## config.mk

```make
export PLATFORM = sky130hd
export DESIGN_NAME = vga_fb_write_bridge_flat
export DESIGN_NICKNAME = d
export VERILOG_FILES = /design/src/rtl/vga_fb_pkg.sv /design/src/rtl/vga_fb_write_bridge_if.sv /design/src/rtl/fb_sync_fifo.sv /design/src/rtl/vga_fb_write_bridge.sv /design/src/flat_wrapper.sv
export SDC_FILE = /design/constraint.sdc
export NUM_CORES = 1
export LEC_CHECK = 0
export CORE_UTILIZATION = 62
export CTS_BUF_LIST = sky130_fd_sc_hd__clkbuf_8
export CTS_CLUSTER_DIAMETER = 100
export DETAILED_ROUTE_END_ITERATION = 12
export GPL_TIMING_DRIVEN = 0
export PLACE_DENSITY_LB_ADDON = 0.15
export SLEW_MARGIN = 20
export SYNTH_ARGS = -nofsm -noshare
export SYNTH_HDL_FRONTEND = slang
export SYNTH_SLANG_ARGS = --single-unit
```

## constraint.sdc

```tcl
create_clock -name iCLK -period 5.2 [get_ports iCLK]
set_input_delay 1.3 -clock iCLK [delete_from_list [all_inputs] [get_ports iCLK]]
set_output_delay 1.3 -clock iCLK [all_outputs]
set_load 0.02 [all_outputs]
```

## src/rtl/vga_fb_pkg.sv

```systemverilog
// Shared widths, pixel-entry payload and FSM states for the framebuffer write bridge.
package vga_fb_pkg;

    localparam int unsigned FB_WORDS = 307200;
    localparam int unsigned ADDR_W   = 19;
    localparam int unsigned COLOR_W  = 8;

    typedef struct packed {
        logic [ADDR_W-1:0]  addr;
        logic [COLOR_W-1:0] color;
    } pix_entry_t;

    typedef enum logic [1:0] {
        ST_DRAIN    = 2'd0,
        ST_CLR_PEND = 2'd1,
        ST_CLEAR    = 2'd2
    } fsm_state_t;

endpackage

```

## src/rtl/vga_fb_write_bridge_if.sv

```systemverilog
// Processor store port, clear request and VGA pixel-RAM write port of the bridge.
interface vga_fb_write_bridge_if;
    import vga_fb_pkg::*;

    logic               iWR_EN;
    logic [31:0]        iWR_ADDR;
    logic [31:0]        iWR_DATA;
    logic               iCLR_REQ;
    logic [COLOR_W-1:0] iCLR_COLOR;
    logic               iPIX_READY;
    logic               oPIX_WE;
    logic [ADDR_W-1:0]  oPIX_ADDR;
    logic [COLOR_W-1:0] oPIX_DATA;
    logic               oBUSY;
    logic               oFULL;
    logic [15:0]        oDROP_CNT;

    modport master (
        output iWR_EN, iWR_ADDR, iWR_DATA, iCLR_REQ, iCLR_COLOR, iPIX_READY,
        input  oPIX_WE, oPIX_ADDR, oPIX_DATA, oBUSY, oFULL, oDROP_CNT
    );

    modport slave (
        input  iWR_EN, iWR_ADDR, iWR_DATA, iCLR_REQ, iCLR_COLOR, iPIX_READY,
        output oPIX_WE, oPIX_ADDR, oPIX_DATA, oBUSY, oFULL, oDROP_CNT
    );

endinterface

```

## src/rtl/fb_sync_fifo.sv

```systemverilog
// Single-clock pixel FIFO; head entry is read straight from the storage registers.
module fb_sync_fifo
    import vga_fb_pkg::*;
#(
    parameter int unsigned DEPTH = 16,
    localparam int unsigned PTR_W = $clog2(DEPTH),
    localparam int unsigned CNT_W = PTR_W + 1
) (
    input  logic             clk,
    input  logic             rst_n,
    input  logic             push,
    input  pix_entry_t       wdata,
    input  logic             pop,
    output pix_entry_t       rdata,
    output logic [CNT_W-1:0] count
);

    pix_entry_t       mem [DEPTH];
    logic [PTR_W-1:0] wr_ptr;
    logic [PTR_W-1:0] rd_ptr;

    // Payload storage; caller never pushes when full.
    always_ff @(posedge clk) begin
        if (push) begin
            mem[wr_ptr] <= wdata;
        end
    end

    // Pointers and occupancy; caller never pops when empty.
    always_ff @(posedge clk or negedge rst_n) begin
        if (!rst_n) begin
            wr_ptr <= '0;
            rd_ptr <= '0;
            count  <= '0;
        end else begin
            if (push) begin
                wr_ptr <= PTR_W'(wr_ptr + 1'b1);
            end
            if (pop) begin
                rd_ptr <= PTR_W'(rd_ptr + 1'b1);
            end
            count <= CNT_W'(count + CNT_W'(push) - CNT_W'(pop));
        end
    end

    assign rdata = mem[rd_ptr];

endmodule

```

## src/rtl/vga_fb_write_bridge.sv

```systemverilog
// Decodes framebuffer stores, queues them, and drains them (or a clear-screen fill) to VGA RAM.
module vga_fb_write_bridge #(
    parameter logic [31:0] FB_BASE  = 32'h0000_1000,
    parameter int unsigned FB_WORDS = vga_fb_pkg::FB_WORDS,
    parameter int unsigned DEPTH    = 16
) (
    input logic                  iCLK,
    input logic                  iRST_n,
    vga_fb_write_bridge_if.slave bus
);
    import vga_fb_pkg::*;

    localparam int unsigned CNT_W = $clog2(DEPTH) + 1;

    fsm_state_t         state, state_d;
    logic [ADDR_W-1:0]  clr_cnt, clr_cnt_d;
    logic [COLOR_W-1:0] clr_color, clr_color_d;
    logic [CNT_W-1:0]   count;
    pix_entry_t         head, push_entry, emit_entry;
    logic               hit, push, pop, emit, drop;
    logic               fifo_full, fifo_empty;
    logic               pix_we;
    logic [ADDR_W-1:0]  pix_addr;
    logic [COLOR_W-1:0] pix_data;
    logic [15:0]        drop_cnt;
    logic               unused_data;

    assign unused_data = ^bus.iWR_DATA[31:COLOR_W];

    // Window decode done in 33 bits so a window ending at the top of memory cannot wrap.
    assign hit = bus.iWR_EN && (bus.iWR_ADDR >= FB_BASE)
              && (33'(bus.iWR_ADDR) < (33'(FB_BASE) + 33'(FB_WORDS)));
    assign push_entry = '{addr: ADDR_W'(bus.iWR_ADDR - FB_BASE),
                          color: bus.iWR_DATA[COLOR_W-1:0]};

    assign fifo_full  = (count == CNT_W'(DEPTH));
    assign fifo_empty = (count == '0);

    fb_sync_fifo #(.DEPTH(DEPTH)) u_fifo (
        .clk   (iCLK),
        .rst_n (iRST_n),
        .push  (push),
        .wdata (push_entry),
        .pop   (pop),
        .rdata (head),
        .count (count)
    );

    // Next-state, FIFO handshake and emitted-pixel selection.
    always_comb begin
        state_d     = state;
        clr_cnt_d   = clr_cnt;
        clr_color_d = clr_color;
        push        = 1'b0;
        pop         = 1'b0;
        emit        = 1'b0;
        emit_entry  = head;
        unique case (state)
            ST_DRAIN: begin
                push = hit && !fifo_full;
                pop  = !fifo_empty && bus.iPIX_READY;
                emit = pop;
                if (bus.iCLR_REQ) begin
                    clr_color_d = bus.iCLR_COLOR;
                    state_d     = ST_CLR_PEND;
                end
            end
            ST_CLR_PEND: begin
                pop  = !fifo_empty && bus.iPIX_READY;
                emit = pop;
                if (fifo_empty) begin
                    clr_cnt_d = '0;
                    state_d   = ST_CLEAR;
                end
            end
            ST_CLEAR: begin
                if (bus.iPIX_READY) begin
                    emit       = 1'b1;
                    emit_entry = '{addr: clr_cnt, color: clr_color};
                    if (clr_cnt == ADDR_W'(FB_WORDS - 1)) begin
                        clr_cnt_d = '0;
                        state_d   = ST_DRAIN;
                    end else begin
                        clr_cnt_d = ADDR_W'(clr_cnt + 1'b1);
                    end
                end
            end
            default: state_d = ST_DRAIN;
        endcase
    end

    // Any hit that is not queued is a drop (full FIFO or clear in progress).
    assign drop = hit && !push;

    // FSM state, clear counter and latched fill colour.
    always_ff @(posedge iCLK or negedge iRST_n) begin
        if (!iRST_n) begin
            state     <= ST_DRAIN;
            clr_cnt   <= '0;
            clr_color <= '0;
        end else begin
            state     <= state_d;
            clr_cnt   <= clr_cnt_d;
            clr_color <= clr_color_d;
        end
    end

    // Registered pixel write port and saturating drop counter.
    always_ff @(posedge iCLK or negedge iRST_n) begin
        if (!iRST_n) begin
            pix_we   <= 1'b0;
            pix_addr <= '0;
            pix_data <= '0;
            drop_cnt <= '0;
        end else begin
            pix_we <= emit;
            if (emit) begin
                pix_addr <= emit_entry.addr;
                pix_data <= emit_entry.color;
            end
            if (drop && (drop_cnt != 16'hFFFF)) begin
                drop_cnt <= 16'(drop_cnt + 16'd1);
            end
        end
    end

    assign bus.oPIX_WE   = pix_we;
    assign bus.oPIX_ADDR = pix_addr;
    assign bus.oPIX_DATA = pix_data;
    assign bus.oDROP_CNT = drop_cnt;
    assign bus.oFULL     = fifo_full;
    assign bus.oBUSY     = (state != ST_DRAIN) || !fifo_empty;

endmodule
```

## src/flat_wrapper.sv

```systemverilog
// flat-port wrapper written by rule: the top's interface ports become plain ports
module vga_fb_write_bridge_flat import vga_fb_pkg::*;
#(
    parameter logic [31:0] FB_BASE  = 32'h0000_1000,
    parameter int unsigned FB_WORDS = vga_fb_pkg::FB_WORDS,
    parameter int unsigned DEPTH    = 16
)
  (iCLK, iRST_n, bus_iWR_EN, bus_iWR_ADDR, bus_iWR_DATA, bus_iCLR_REQ, bus_iCLR_COLOR, bus_iPIX_READY, bus_oPIX_WE, bus_oPIX_ADDR, bus_oPIX_DATA, bus_oBUSY, bus_oFULL, bus_oDROP_CNT);
  vga_fb_write_bridge_if bus_i ();
  input logic iCLK;
  input logic iRST_n;
  input wire logic [$bits(bus_i.iWR_EN)-1:0] bus_iWR_EN;
  input wire logic [$bits(bus_i.iWR_ADDR)-1:0] bus_iWR_ADDR;
  input wire logic [$bits(bus_i.iWR_DATA)-1:0] bus_iWR_DATA;
  input wire logic [$bits(bus_i.iCLR_REQ)-1:0] bus_iCLR_REQ;
  input wire logic [$bits(bus_i.iCLR_COLOR)-1:0] bus_iCLR_COLOR;
  input wire logic [$bits(bus_i.iPIX_READY)-1:0] bus_iPIX_READY;
  output wire logic [$bits(bus_i.oPIX_WE)-1:0] bus_oPIX_WE;
  output wire logic [$bits(bus_i.oPIX_ADDR)-1:0] bus_oPIX_ADDR;
  output wire logic [$bits(bus_i.oPIX_DATA)-1:0] bus_oPIX_DATA;
  output wire logic [$bits(bus_i.oBUSY)-1:0] bus_oBUSY;
  output wire logic [$bits(bus_i.oFULL)-1:0] bus_oFULL;
  output wire logic [$bits(bus_i.oDROP_CNT)-1:0] bus_oDROP_CNT;
  assign bus_i.iWR_EN = bus_iWR_EN;
  assign bus_i.iWR_ADDR = bus_iWR_ADDR;
  assign bus_i.iWR_DATA = bus_iWR_DATA;
  assign bus_i.iCLR_REQ = bus_iCLR_REQ;
  assign bus_i.iCLR_COLOR = bus_iCLR_COLOR;
  assign bus_i.iPIX_READY = bus_iPIX_READY;
  assign bus_oPIX_WE = bus_i.oPIX_WE;
  assign bus_oPIX_ADDR = bus_i.oPIX_ADDR;
  assign bus_oPIX_DATA = bus_i.oPIX_DATA;
  assign bus_oBUSY = bus_i.oBUSY;
  assign bus_oFULL = bus_i.oFULL;
  assign bus_oDROP_CNT = bus_i.oDROP_CNT;
  vga_fb_write_bridge #(.FB_BASE(FB_BASE), .FB_WORDS(FB_WORDS), .DEPTH(DEPTH)) u_core (.iCLK(iCLK), .iRST_n(iRST_n), .bus(bus_i));
endmodule
```

## Yosys cells after proc, flatten, opt, wreduce, memory -nomap -nowiden

Memory sizes are Yosys's and may differ from the RTL's.
Cells that the tools add are included.

| word-level totals | value |
|---|---|
| bits in registers | 86 |
| memory bits (writable) | 432 |
| output and inout port bits | 46 |
| logic and storage cells | 64 |
| bits of input ports | 77 |
| memories | 1 |

Memories:

| name | words | bits a word | rd ports | clocked after Yosys merged registers in | write ports | RTL line | source |
|---|---|---|---|---|---|---|---|
| u_core.u_fifo.mem | 16 | 27 | 1 | 0 | 1 | fb_sync_fifo.sv:18 | `pix_entry_t mem [DEPTH];` |

| operators by class | value |
|---|---|
| reductions and logical operators | 18 |
| multiplexer cells | 17 |
| $add $sub $neg | 7 |
| eq/ne operators | 9 |
| $lt $le $gt $ge | 2 |

Operator list:

| operator | number |
|---|---|
| 19-bit 2-to-1 mux | 3 |
| 27-bit 2-to-1 mux | 2 |
| 19-bit one-hot mux with 2 select lines | 1 |
| 32-bit by 13-bit greater-or-equal comparator with 1-bit output, second input constant | 1 |
| 32-bit by 19-bit less-than comparator with 1-bit output, second input constant | 1 |
| 19-bit by 1-bit adder with 19-bit output, second input constant | 1 |
| 19-bit equality test, second input constant | 1 |
| 19-bit by 13-bit subtractor with 19-bit output, second input constant | 1 |
| 16-bit by 1-bit adder with 16-bit output, second input constant | 1 |
| 16-bit != test, second input constant | 1 |
| 4-bit by 1-bit adder with 4-bit output, second input constant | 2 |
| 2-bit 2-to-1 mux | 4 |
| 1-bit logical AND | 6 |
| 2-bit one-hot mux with 3 select lines | 1 |
| 5-bit by 1-bit adder with 5-bit output | 1 |
| 5-bit equality test, second input constant | 1 |
| 5-bit logical NOT | 1 |
| 1-bit 2-to-1 mux | 5 |
| 5-bit by 1-bit subtractor with 5-bit output | 1 |
| 2-bit by 1-bit != test with 1-bit output, second input constant | 2 |
| 2-bit != test, second input constant | 2 |
| 4-bit AND reduction | 1 |
| 2-bit nonzero test | 2 |
| 1-bit logical NOT | 3 |
| 8 further kinds | 8 |

## Logic depth before layout (Yosys ltp)

| depth | value |
|---|---|
| depth in word-level cells | 8 |
| mapped depth | 14 |
| gate-level depth less buffers | 14 |

## Cells and area by module

From an unflattened synthesis, not the netlist that was laid out.

| unflattened totals | value |
|---|---|
| cell total of the unflattened synthesis | 1116 |
| area, all modules | 20653.6 µm² |

By module, submodules not included:

| module | area each (µm²) | sequential area each (µm²) | instances | cells an instance |
|---|---|---|---|---|
| fb_sync_fifo | 16882.4 | 13297.8 | 1 | 738 |
| vga_fb_write_bridge | 3771.1 | 1826.8 | 1 | 378 |

## Worst setup path before layout

OpenSTA, ideal clock, no wires.

| path | value |
|---|---|
| kind | input to register |
| start | input port bus_iWR_ADDR[30] |
| end | memory u_core.u_fifo.mem[11][0] in the netlist's numbering, enable pin |
| arrival | 4.790 ns |
| path buffers | 0 |
| path slack | -0.034 ns |
| stages | 5 |
| path through | or4_1 > a2111o_1 > a2111oi_4 > inv_4 > nor3_1 |

| between the ends | value |
|---|---|
| cells in the longest elaborated chain, start to end | 7 |
| elaborated cells on any way between the ends | 8 |

RTL lines:

| what | RTL line | source |
|---|---|---|
| from (decl) | flat_wrapper.sv:13 | `input wire logic [$bits(bus_i.iWR_ADDR)-1:0] bus_iWR_ADDR;` |
| 32-bit by 13-bit greater-or-equal comparator with 1-bit output | vga_fb_write_bridge.sv:31 | `assign hit = bus.iWR_EN && (bus.iWR_ADDR >= FB_BASE)` |
| 1-bit logical AND | vga_fb_write_bridge.sv:31 |  |
| 1-bit logical AND * | vga_fb_write_bridge.sv:32 | `&& (33'(bus.iWR_ADDR) < (33'(FB_BASE) + 33'(FB_WORDS)));` |
| 1-bit logical AND * | vga_fb_write_bridge.sv:60 | `push = hit && !fifo_full;` |
| 1-bit 2-to-1 mux * | vga_fb_write_bridge.sv:58 | `unique case (state)` |
| 1-bit 2-to-1 mux * | fb_sync_fifo.sv:24 | `if (push) begin` |
| 1-bit 2-to-1 mux (implied by the code) * | fb_sync_fifo.sv:25 | `mem[wr_ptr] <= wdata;` |
| to (decl) | fb_sync_fifo.sv:18 |  |

Mark *: on every way between the ends. The rest lies on a longest branch, timed or not.

## Worst setup path in the final report

| path | value |
|---|---|
| start | input port bus_iWR_ADDR[7] |
| end | register u_core.u_fifo.count[4] |

| between the ends | value |
|---|---|
| cells in the longest elaborated chain, start to end | 7 |
| elaborated cells on any way between the ends | 8 |

RTL lines:

| what | RTL line | source |
|---|---|---|
| 32-bit by 13-bit greater-or-equal comparator with 1-bit output | vga_fb_write_bridge.sv:31 |  |
| 1-bit logical AND | vga_fb_write_bridge.sv:31 |  |
| 1-bit logical AND * | vga_fb_write_bridge.sv:32 |  |
| 1-bit logical AND * | vga_fb_write_bridge.sv:60 |  |
| 1-bit 2-to-1 mux * | vga_fb_write_bridge.sv:58 |  |
| 5-bit by 1-bit adder with 5-bit output * | fb_sync_fifo.sv:42 | `count <= CNT_W'(count + CNT_W'(push) - CNT_W'(pop));` |
| 5-bit by 1-bit subtractor with 5-bit output * | fb_sync_fifo.sv:42 |  |
| to (signal assigned) | fb_sync_fifo.sv:42 |  |
| to (decl) | fb_sync_fifo.sv:15 | `output logic [CNT_W-1:0] count` |

Marks and branches as above.
A chain may end at the register's enable or synchronous reset.

==> impl_results.md <==
- Status: complete, no violations
- Fillers: 1937
- Synth Area in XOR/XNOR: 1.42%
- Top_reg_cell synth: edfxtp_1
- P&R area growth vs syn: 16.9%
- M1 WL: 19900 µm
- Core ar.: roughly 33000 µm²
- Highest Signal Layer: met4
- CTS clk-pin slew, worst paths: 0.06 ns
- Num ports: 123
- First-pass GRT wire length: 73800 µm
- TritonCTS Buffers: 80
- Clk_lat worst skew: roughly 0.63 ns
- Gr ovfl total: 0
- HP Class: reg -> reg
- Post-CTS setup buffer count: 0
- Fmax: 0.199 GHz
- Switch Pwr: 3.35 mW
- GPL Wtd Cong: 0.908
- Syn Area/Cell: 18.5 µm²
- Final WL: 50000 µm
- Leakage: 8.43 nW
- Crit end category: flip-flop
- Post-synthesis simple-gate area fraction: 5.36%
- Setup slack after layout: 0.185 ns
- Routed WL per cell: ~27 µm
- Initial antenna violation count: 0
- Drt drc: 0
- Critical path class: in -> reg
- Port Buffer Count: between 90 and 100
- Total power: 11.0 mW
- Post-Synth Adder-Cell Area: 0.996%
- Seq/Total Area, Yosys: 72.5%
- Number of distinct library cells after synthesis: a little over 60
- Post-route ant nets: 0
- Critical path arrival: 5.56 ns
- Post-layout nets: approximately 1400
- Min cycle time layout: 5.02 ns
- Met3 Routed Length: 5020 µm
- Chip Height: 185 µm
- Largest family of logic cells by synthesized area: multiplexers
- Setup Skew: about 0.022 ns
- CP max stage delay: 0.77 ns
- Die ar.: 34400 µm²
- Max_cap viols: 0
- Critical-path cell with the highest stage delay: nor4_1
- Hold wc startpoint: u_core.bus.oDROP_CNT[10]$_DFFE_PN0P_
- Worst VDD drop: 0.245 mV
- CP required: approximately 5.7 ns
- Die width: 185 µm
- Post-synth top area cell: edfxtp_1
- DP Worst Slack: -0.280 ns
- Clock root buffer: clkbuf_8
- Pre-antenna DRT Iters: 6
- Register share of total power: 44.1%
- Initial DRC Count: 1311
- Top-area cell type share of the netlist area: between 60% and 70%
- PostCTS Resize Cnt: 0
- Share of cells above drive strength 1: 20.4%
- PwrDens: roughly 450 nW/µm²
- Post-synth ARST share: 16.6%
- Multiplexer area fraction after synthesis: around 15%
- Mapped cell area: 20900 µm²
- Yosys warning count: 0
- Max_slew headroom: 27.1%
- Largest net degree at the start of global routing: between 50 and 60
- Vias in the first global route: 11800
- N_diodes: 0
- Worst R2R Setup Slack: 1.79 ns
- Clk network pwr share: 28.0%
- Critical Path Start: bus_iWR_ADDR[7]
- Clock buffer depth: 3
- Post-synth EDFFs: 432
- Dpl hpwl: between 30000 and 40000 µm
- Comb pwr share: 28.0%
- Slew Limit Fails: 0
- Switching Fraction: a little under a third
- Post-synth net total: 1218
- Clk sinks: 518
- Crit start category: primary input
- # setup viols final: 0
- Synth top area cells: edfxtp_1, mux4_2, dfrtp_1, mux2i_1, nand3_1
- # hold bufs at CTS: 0
- Hold WS: between 0.4 and 0.5 ns
- Compound-gate portion of the synthesized area: 3.43%
- CTS tree: built
- RSZ-0062 raised after global routing: no
- Cell count after synthesis: 1125
- Synth Register Bits: 518
- Vias/cell: between 6 and 7
- Tcrit/Tclk final: 96.5%
- Via count: 11800
- Initial Utilization: 63.6%
- Setup_tns: 0 ns
- P_int: 7.70 mW
- Worst R2R Start: u_core.u_fifo.count[3]$_DFF_PN0_
- # rows: 66
- Htree depth: 3
- Total global-route track usage: around 31%
- Met2 wire len: 23700 µm
- Hold Fails Final Rpt: 0
- Actual slew at the worst max-slew pin: 1.09 ns
- Crit path cell chain: clkdlybuf4s50_1, nor4_1, nand4_1, a2111oi_4, inv_4, ha_1, inv_1, ha_1, fa_1, a21oi_1, nor2_1, nor2_1, xnor2_1
- Crit Path Max Fanout: 17
==> Yosys cell counts, types with 15 or more instances <==
cell type / n
edfxtp_1: 432
mux4_2: 108
clkbuf_1: 41
and3_1: 16
mux2i_1: 55
ha_1: 15
nand4_1: 17
nand2_1: 51
nand3_1: 52
nor2_1: 26
xnor2_1: 26
o211a_1: 15
dfrtp_1: 86
o21ai_0: 29
==> path summary, 6_finish.rpt <==
kind                       cells past startpoint                                   end
hold reg to reg                                1  u_core.bus.oDROP_CNT[10]$_DFFE_PN0P_
min in group asynchronous                      1   u_core.bus.oDROP_CNT[6]$_DFFE_PN0P_
setup reg to reg                              14      u_core.u_fifo.count[4]$_DFF_PN0_
hold / removal                                 1  u_core.bus.oDROP_CNT[10]$_DFFE_PN0P_
max in group asynchronous                      2  u_core.bus.oPIX_ADDR[14]$_DFFE_PN0P_
setup / recovery                              13      u_core.u_fifo.count[4]$_DFF_PN0_
==> cells in the final DEF (no fill, tap or decap), types with 11 or more instances in the layout <==
| master | instances |
|---|---|
| edfxtp_1 | 432 |
| mux4_2 | 108 |
| clkdlybuf4s50_1 | 97 |
| dfrtp_1 | 86 |
| clkbuf_8 | 84 |
| mux2i_1 | 55 |
| nand3_1 | 52 |
| nand2_1 | 51 |
| inv_1 | 49 |
| clkbuf_1 | 40 |
| o21ai_0 | 29 |
| xnor2_1 | 23 |
| nor2_1 | 22 |
| nand4_1 | 17 |
| o211a_1 | 15 |
| ha_1 | 15 |
| a21oi_1 | 14 |
| clkinv_1 | 14 |
| buf_2 | 12 |
| buf_4 | 11 |
==> per-layer routing <==
layer	global-route usage, %	vias to the layer above
li1	-	4969
met1	43.2	5996
met2	48.0	695
met3	7.26	103
met4	10.4	0
met5	0	-
==> through the flow <==
stage	cells	area [µm²]	util, %
global route	1838	24400	74.3
CTS	1838	24300	74.3
global placement	1665	22400	68.3
finish	1838	24400	74.3
detailed placement	1693	22900	69.8
floorplan	1125	20900	-
==> cells by family after synthesis <==
logic type               count (synthesis)
buffers and inverters                   72
flip-flops                             518
XOR/XNOR                                33
AO/OA/AOI/OAI                          102
multiplexers                           173
adder cells (fa/ha/maj)                 16
AND/OR/NAND/NOR                        211
==> worst max-delay path: cells and delay by family <==
| family | cells | cell delay, ns |
|---|---|---|
| AO/OA/AOI/OAI | 2 | 0.78 |
| XOR/XNOR | 1 | 0.12 |
| adder cells (fa/ha/maj) | 3 | 0.97 |
| buffers and inverters | 3 | 0.98 |
| AND/OR/NAND/NOR | 4 | 1.40 |
==> area by class of cell <==
class	count	area, µm²	share of cell area (%)
sequential	518	15100	62.1
multi-input combinational	535	5530	22.7
timing repair buffer	126	1420	5.84
clock buffer	84	1160	4.74
tap	442	553	2.27
clock inverter	61	290	1.19
buffer	57	238	0.976
inverter	15	58.8	0.241
==> power groups by stage <==
stage                     registers, mW  logic (mW)  clock network, mW
after detailed placement           4.95        3.09                  0
after CTS                          4.86        3.10               3.12
after global routing               4.88        3.29               3.29
after floorplan                    5.02        1.95                  0
final                              4.87        3.09               3.09
after global placement             4.94        3.01                  0
==> state kept, by name, summed over array words and instances, names as in the netlist <==
name                  flops
u_core.state              2
u_core.u_fifo.rd_ptr      4
u_core.clr_cnt           19
u_core.bus.oPIX_WE        1
u_core.bus.oDROP_CNT     16
u_core.u_fifo.count       5
u_core.bus.oPIX_DATA      8
u_core.clr_color          8
u_core.u_fifo.mem       432
u_core.bus.oPIX_ADDR     19
u_core.u_fifo.wr_ptr      4
(Power assumes the default switching activity.)
